===== src/rtl/mdu_iter_divider.sv =====
// ============================================================================
// mdu_iter_divider : radix-2 restoring divider for DIV/DIVU/REM/REMU
// Rev 1.0 : initial release
// ============================================================================
`default_nettype none

module mdu_iter_divider #(
  parameter int XLEN = 32
) (
  input  logic            clk,
  input  logic            rst_n,
  input  logic            div_valid,
  output logic            div_ready,
  input  logic [1:0]      div_op,
  input  logic [XLEN-1:0] dividend,
  input  logic [XLEN-1:0] divisor,
  input  logic            flush,
  output logic            res_valid,
  input  logic            res_ready,
  output logic [XLEN-1:0] result,
  output logic            busy
);

  localparam int              c_cnt_w   = $clog2(XLEN + 1);
  localparam logic [c_cnt_w-1:0] c_cnt_init = c_cnt_w'(XLEN);
  localparam logic [c_cnt_w-1:0] c_cnt_one  = c_cnt_w'(1);
  localparam logic [XLEN-1:0] c_int_min = {1'b1, {(XLEN-1){1'b0}}};

  typedef enum logic [1:0] {
    IDLE = 2'd0,
    CALC = 2'd1,
    DONE = 2'd2
  } state_t;

  state_t r_state;
  state_t w_state_nxt;

  logic [XLEN-1:0]    r_rem;
  logic [XLEN-1:0]    r_quo;
  logic [XLEN-1:0]    r_dvsr;
  logic [c_cnt_w-1:0] r_cnt;
  logic               r_is_rem;
  logic               r_qneg;
  logic               r_rneg;
  logic [XLEN-1:0]    r_result;

  logic               w_accept;
  logic               w_signed;
  logic               w_is_rem;
  logic               w_a_neg;
  logic               w_b_neg;
  logic [XLEN-1:0]    w_a_abs;
  logic [XLEN-1:0]    w_b_abs;
  logic               w_div_zero;
  logic               w_overflow;
  logic               w_special;
  logic [XLEN-1:0]    w_special_res;
  logic [XLEN:0]      w_rem_sh;
  logic [XLEN:0]      w_trial;
  logic               w_trial_ok;
  logic [XLEN-1:0]    w_rem_nxt;
  logic [XLEN-1:0]    w_quo_nxt;
  logic [XLEN-1:0]    w_q_fin;
  logic [XLEN-1:0]    w_r_fin;
  logic [XLEN-1:0]    w_calc_res;
  logic               w_last_step;

  // ---------------------------------------------------------------- request
  assign div_ready = (r_state == IDLE) & ~flush;
  assign w_accept  = div_valid & div_ready;
  assign w_signed  = ~div_op[0];
  assign w_is_rem  = div_op[1];
  assign w_a_neg   = w_signed & dividend[XLEN-1];
  assign w_b_neg   = w_signed & divisor[XLEN-1];
  assign w_a_abs   = w_a_neg ? ({XLEN{1'b0}} - dividend) : dividend;
  assign w_b_abs   = w_b_neg ? ({XLEN{1'b0}} - divisor)  : divisor;

  // Special cases bypass the iteration and resolve at the accept edge
  assign w_div_zero = (divisor == {XLEN{1'b0}});
  assign w_overflow = w_signed & (dividend == c_int_min) & (divisor == {XLEN{1'b1}});
  assign w_special  = w_div_zero | w_overflow;

  always_comb begin
    w_special_res = {XLEN{1'b0}};
    if (w_div_zero) begin
      w_special_res = w_is_rem ? dividend : {XLEN{1'b1}};
    end else if (w_overflow) begin
      w_special_res = w_is_rem ? {XLEN{1'b0}} : dividend;
    end
  end

  // ---------------------------------------------------------------- iteration
  assign w_rem_sh   = {r_rem, r_quo[XLEN-1]};
  assign w_trial    = w_rem_sh - {1'b0, r_dvsr};
  assign w_trial_ok = ~w_trial[XLEN];
  assign w_rem_nxt  = w_trial_ok ? w_trial[XLEN-1:0] : w_rem_sh[XLEN-1:0];
  assign w_quo_nxt  = {r_quo[XLEN-2:0], w_trial_ok};
  assign w_last_step = (r_cnt == c_cnt_one);

  // Sign fix-up on the post-step values so the result lands on the final CALC edge
  assign w_q_fin    = r_qneg ? ({XLEN{1'b0}} - w_quo_nxt) : w_quo_nxt;
  assign w_r_fin    = r_rneg ? ({XLEN{1'b0}} - w_rem_nxt) : w_rem_nxt;
  assign w_calc_res = r_is_rem ? w_r_fin : w_q_fin;

  // ---------------------------------------------------------------- FSM
  always_ff @(posedge clk or negedge rst_n) begin
    if (!rst_n) begin
      r_state <= IDLE;
    end else begin
      r_state <= w_state_nxt;
    end
  end

  always_comb begin
    w_state_nxt = r_state;
    case (r_state)
      IDLE: begin
        if (w_accept) begin
          w_state_nxt = w_special ? DONE : CALC;
        end
      end
      CALC: begin
        if (w_last_step) begin
          w_state_nxt = DONE;
        end
      end
      DONE: begin
        if (res_ready) begin
          w_state_nxt = IDLE;
        end
      end
      default: w_state_nxt = IDLE;
    endcase
    if (flush) begin
      w_state_nxt = IDLE;
    end
  end

  // ---------------------------------------------------------------- datapath
  always_ff @(posedge clk or negedge rst_n) begin
    if (!rst_n) begin
      r_rem    <= {XLEN{1'b0}};
      r_quo    <= {XLEN{1'b0}};
      r_dvsr   <= {XLEN{1'b0}};
      r_cnt    <= {c_cnt_w{1'b0}};
      r_is_rem <= 1'b0;
      r_qneg   <= 1'b0;
      r_rneg   <= 1'b0;
      r_result <= {XLEN{1'b0}};
    end else if (w_accept) begin
      r_rem    <= {XLEN{1'b0}};
      r_quo    <= w_a_abs;
      r_dvsr   <= w_b_abs;
      r_cnt    <= c_cnt_init;
      r_is_rem <= w_is_rem;
      r_qneg   <= w_a_neg ^ w_b_neg;
      r_rneg   <= w_a_neg;
      if (w_special) begin
        r_result <= w_special_res;
      end
    end else if ((r_state == CALC) && !flush) begin
      r_rem <= w_rem_nxt;
      r_quo <= w_quo_nxt;
      r_cnt <= r_cnt - c_cnt_one;
      if (w_last_step) begin
        r_result <= w_calc_res;
      end
    end
  end

  assign res_valid = (r_state == DONE);
  assign busy      = (r_state != IDLE);
  assign result    = r_result;

endmodule

`default_nettype wire


===== config.mk =====
export PLATFORM = sky130hd
export DESIGN_NAME = mdu_iter_divider
export DESIGN_NICKNAME = d
export VERILOG_FILES = /design/src/rtl/mdu_iter_divider.sv
export SDC_FILE = /design/constraint.sdc
export NUM_CORES = 1
export LEC_CHECK = 0
export BUFFER_PORTS_ARGS = -buffer_cell sky130_fd_sc_hd__buf_2
export CORE_MARGIN = 8
export CORE_UTILIZATION = 55
export CTS_CLUSTER_DIAMETER = 60
export CTS_CLUSTER_SIZE = 12
export DETAILED_ROUTE_END_ITERATION = 8
export HOLD_SLACK_MARGIN = 0.05
export PLACE_DENSITY = 0.84
export SLEW_MARGIN = 10
export SYNTH_ARGS = -nofsm -noshare
export SYNTH_HDL_FRONTEND = slang
export SYNTH_SLANG_ARGS = --single-unit

===== constraint.sdc =====
create_clock -name clk -period 11.65 [get_ports clk]
set_input_delay 0 -clock clk [delete_from_list [all_inputs] [get_ports clk]]
set_output_delay 0 -clock clk [all_outputs]
set_load 0.005 [all_outputs]

==> impl_results.md <==
* Run status: completed
* Post-synth EDFFs at 0
* Max VDD drop at 201 uV
* Pwr dens at 288 mW/mm^2
* WS Path Type: reg2reg
* First-pass GRT wire length at 62,900 um
* CP arrival at 6520 ps
* YS warnings at 0
* Post-synthesis xor/xnor area fraction at 0.104
* Die Area at 0.0260 sq mm
* Setup crit end kind: register
* Post-route ant nets at 0
* Pre-CTS setup slack at 5820 ps
* Element type at the critical path start: register
* Final setup fails at 0
* Met2 WL at 17,900 um
* Relative slew slack at 0.191
* Leak at 0.00577 uW
* Htree depth at 4
* Synth unique cells at 74
* Clock sinks at 139
* Chip Width at 161 um
* Layout area overhead at 17.0%
* IO Port Bufs at 105
* RSZ-0062 raised after global routing: false
* Top Family by Delay on Critical Path: compound AO/OA/AOI/OAI gates
* Vias per Instance at 6.60
* Final wirelength at 39,600 um
* Worst-path fanout max at 37
* Starting Density at 0.556
* Clk_lat worst skew at 440 ps
* DR pass1 iterations at 6
* Fill cells at 1,733
* Top sig layer: met4
* Detailed Place HPWL at 28,300 um
* Final worst path period share at 0.532
* WL/cell at 20.8 um
* Crit-path max cell delay at 730 ps
* Slowest CP cell: o21a_1
* Post-Syn Area per Cell at 7.77 sq um
* Largest net degree at the start of global routing at 78
* Crit-path most repeated cell: nor4_1
* Worst setup margin at 5450 ps
* Die Y-Extent at 161 um
* Final Hold Viols at 0
* Asr flop ratio synth at 1.00
* FMAX at 161 MHz
* Register area share after synthesis at 0.300
* TritonCTS buffer count at 17
* Simple-Gate Fraction of Synth Area at 0.210
* Ratio of cells with drive above 1 in the final layout at 0.114
* Cells after Synth at 1,492
* Maxcap violations at 0
* WL met3 at 4120 um
* Skew final at 14.3 ps
* Nets at 1,728
* Row Count at 53
* Worst path bufs/invs at 2
* Ys flop type: dfrtp_1
* Largest area contributor in the netlist: dfrtp_1
* Final Slew Violations at 0
* Hold Crit Class: in2reg
* Largest family of logic cells by synthesized area: compound AO/OA/AOI/OAI gates
* Synth Area in Compound Gates at 0.272
* Wire length on met1 at 16,000 um
* CTS tree: yes
* Mux cell area share after synthesis at 0.0228
* Antenna violations before repair at 0
* Ports at 106
* N_diodes at 0
* Remaining global-route overflow at 0
* Post-CTS repair timing setup buffer count at 0
* Yosys reg bits at 139
* Area share of the largest cell type after synthesis at 0.300
* Highest-count cells in the layout ignoring fill and taps: o21ai_0, nand2_1, dfrtp_1
* Root buf cell: clkbuf_16
* Final non-filler cell total at 1,904
* Drt drc at 0
* Syn Std Cell Area at 0.0116 sq mm
* Worst hold slack at 126 ps
* Clock Path Buffers at 2
* Slew @ Worst Pin at 1210 ps
* Largest cells by area after synthesis: dfrtp_1, o21ai_0, xnor2_1
* DR iter-0 viols at 1,673
* Gr usage total at 0.298
* Synth Net Count at 1,603
* Core Region at 0.0208 sq mm
* Routability cong. at 0.995
* Vias in the first global route at 11,627
* Dpl cells at 1,798
* Via count of the routed design at 12,570
* Min Tclk post-route at 6200 ps
* Cell Chain, Critical Path: ha_1 -> nand4_1 -> nor4_1 -> o21ai_0 -> a21boi_0 -> o21a_1 -> nor2_4 -> inv_2 -> mux2i_1 -> ha_1 -> inv_1 -> or3_1 -> nor4_1 -> a41o_1 -> o2111ai_1 -> nor4_1 -> a2bb2oi_2 -> nand2_1
* Commonest non-fill, non-tap cell in the layout: o21ai_0
* Adder-Cell Fraction of Synth Area at 0.0438
* Setup tns final at 0 ps
* CP Data Required Time at 11,970 ps
* Clk slew on worst S/H paths at 60 ps
-- metal layers --
layer  global-route usage  up-vias
met5                    0        -
met4                0.134        0
met3               0.0476      133
met2                0.463      861
met1                0.403     5852
li1                     -     5724
-- final timing paths --
check | startpoint | end | slack, ps | depth (start not counted)
setup / recovery | r_rem[16] | result[26] | 5450 | 18
hold / removal | divisor[6] | r_dvsr[6] | 130 | 3
setup reg to reg | r_rem[16] | result[26] | 5450 | 18
hold reg to reg | r_dvsr[10] | r_dvsr[10] | 480 | 2
max in group asynchronous | rst_n | r_is_rem | 10010 | 3
min in group asynchronous | rst_n | r_dvsr[14] | 180 | 2
-- cell usage after synthesis (all sizes together), types with 10 or more instances --
master,number
o31ai,28
o22ai,10
o21a,15
inv,53
nand2,149
nor2,113
nand3,59
nor3,35
nor4,22
buf,20
xor2,57
clkbuf,69
o41ai,11
nand4,24
dfrtp,139
or3,27
mux2i,23
o21ai,212
xnor2,80
a21oi,91
a22oi,31
ha,39
a31oi,21
or4,16
o211ai,12
a21o,15
-- per-stage QoR --
step           instance area [sq um]  total power [uW]  utilization
6_report                       13600              3910        0.651
5_1_grt                        13600              4160        0.651
4_1_cts                        13600              3830        0.651
3_5_place_dp                   12200              3260        0.588
3_3_place_gp                   12200              3220        0.588
2_1_floorplan                  11600              2590            -
-- kinds of logic after synthesis --
group | after synthesis
compound gates | 510
simple gates | 498
buf+inv | 142
flops | 139
xor+xnor | 137
fa+ha+maj | 40
mux | 26
-- worst register-to-register path, stage by stage, from the launching register on --
cell,delay (ps)
dfrtp_1,440
ha_1,520
nand4_1,260
nor4_1,340
o21ai_0,160
a21boi_0,410
o21a_1,730
nor2_4,80
inv_2,520
mux2i_1,370
ha_1,280
inv_1,80
or3_1,410
nor4_1,320
a41o_1,340
o2111ai_1,180
nor4_1,410
a2bb2oi_2,170
nand2_1,60
-- layout make-up --
type                            count  area (sq um)  share of cell area
Sequential cell                   139          3480               0.256
Clock buffer                       17           425              0.0314
Clock inverter                     14           138              0.0101
Multi-Input combinational cell   1211          7580               0.559
Timing Repair Buffer              195          1400               0.103
Tap cell                          275           344              0.0254
Inverter                           53           199              0.0147
-- power by group --
group          leakage [uW]  internal [uW]  total [uW]  switching, uW
clock              0.000265            297         540            243
sequential          0.00180            649         866            218
combinational       0.00370            946        2510           1560
total               0.00577           1890        3910           2020
-- registers in the layout, indices dropped and copies added, names as in the netlist, 2 cells and up --
name / cells
r_quo: 32
r_cnt: 6
r_dvsr: 32
r_state: 2
r_rem: 32
result: 32
-- timing repair --
item,in CTS,in global routing
hold buffers,75,0
hold endpoints to repair,154,0
resized for setup,0,0
(Power assumes the default switching activity.)
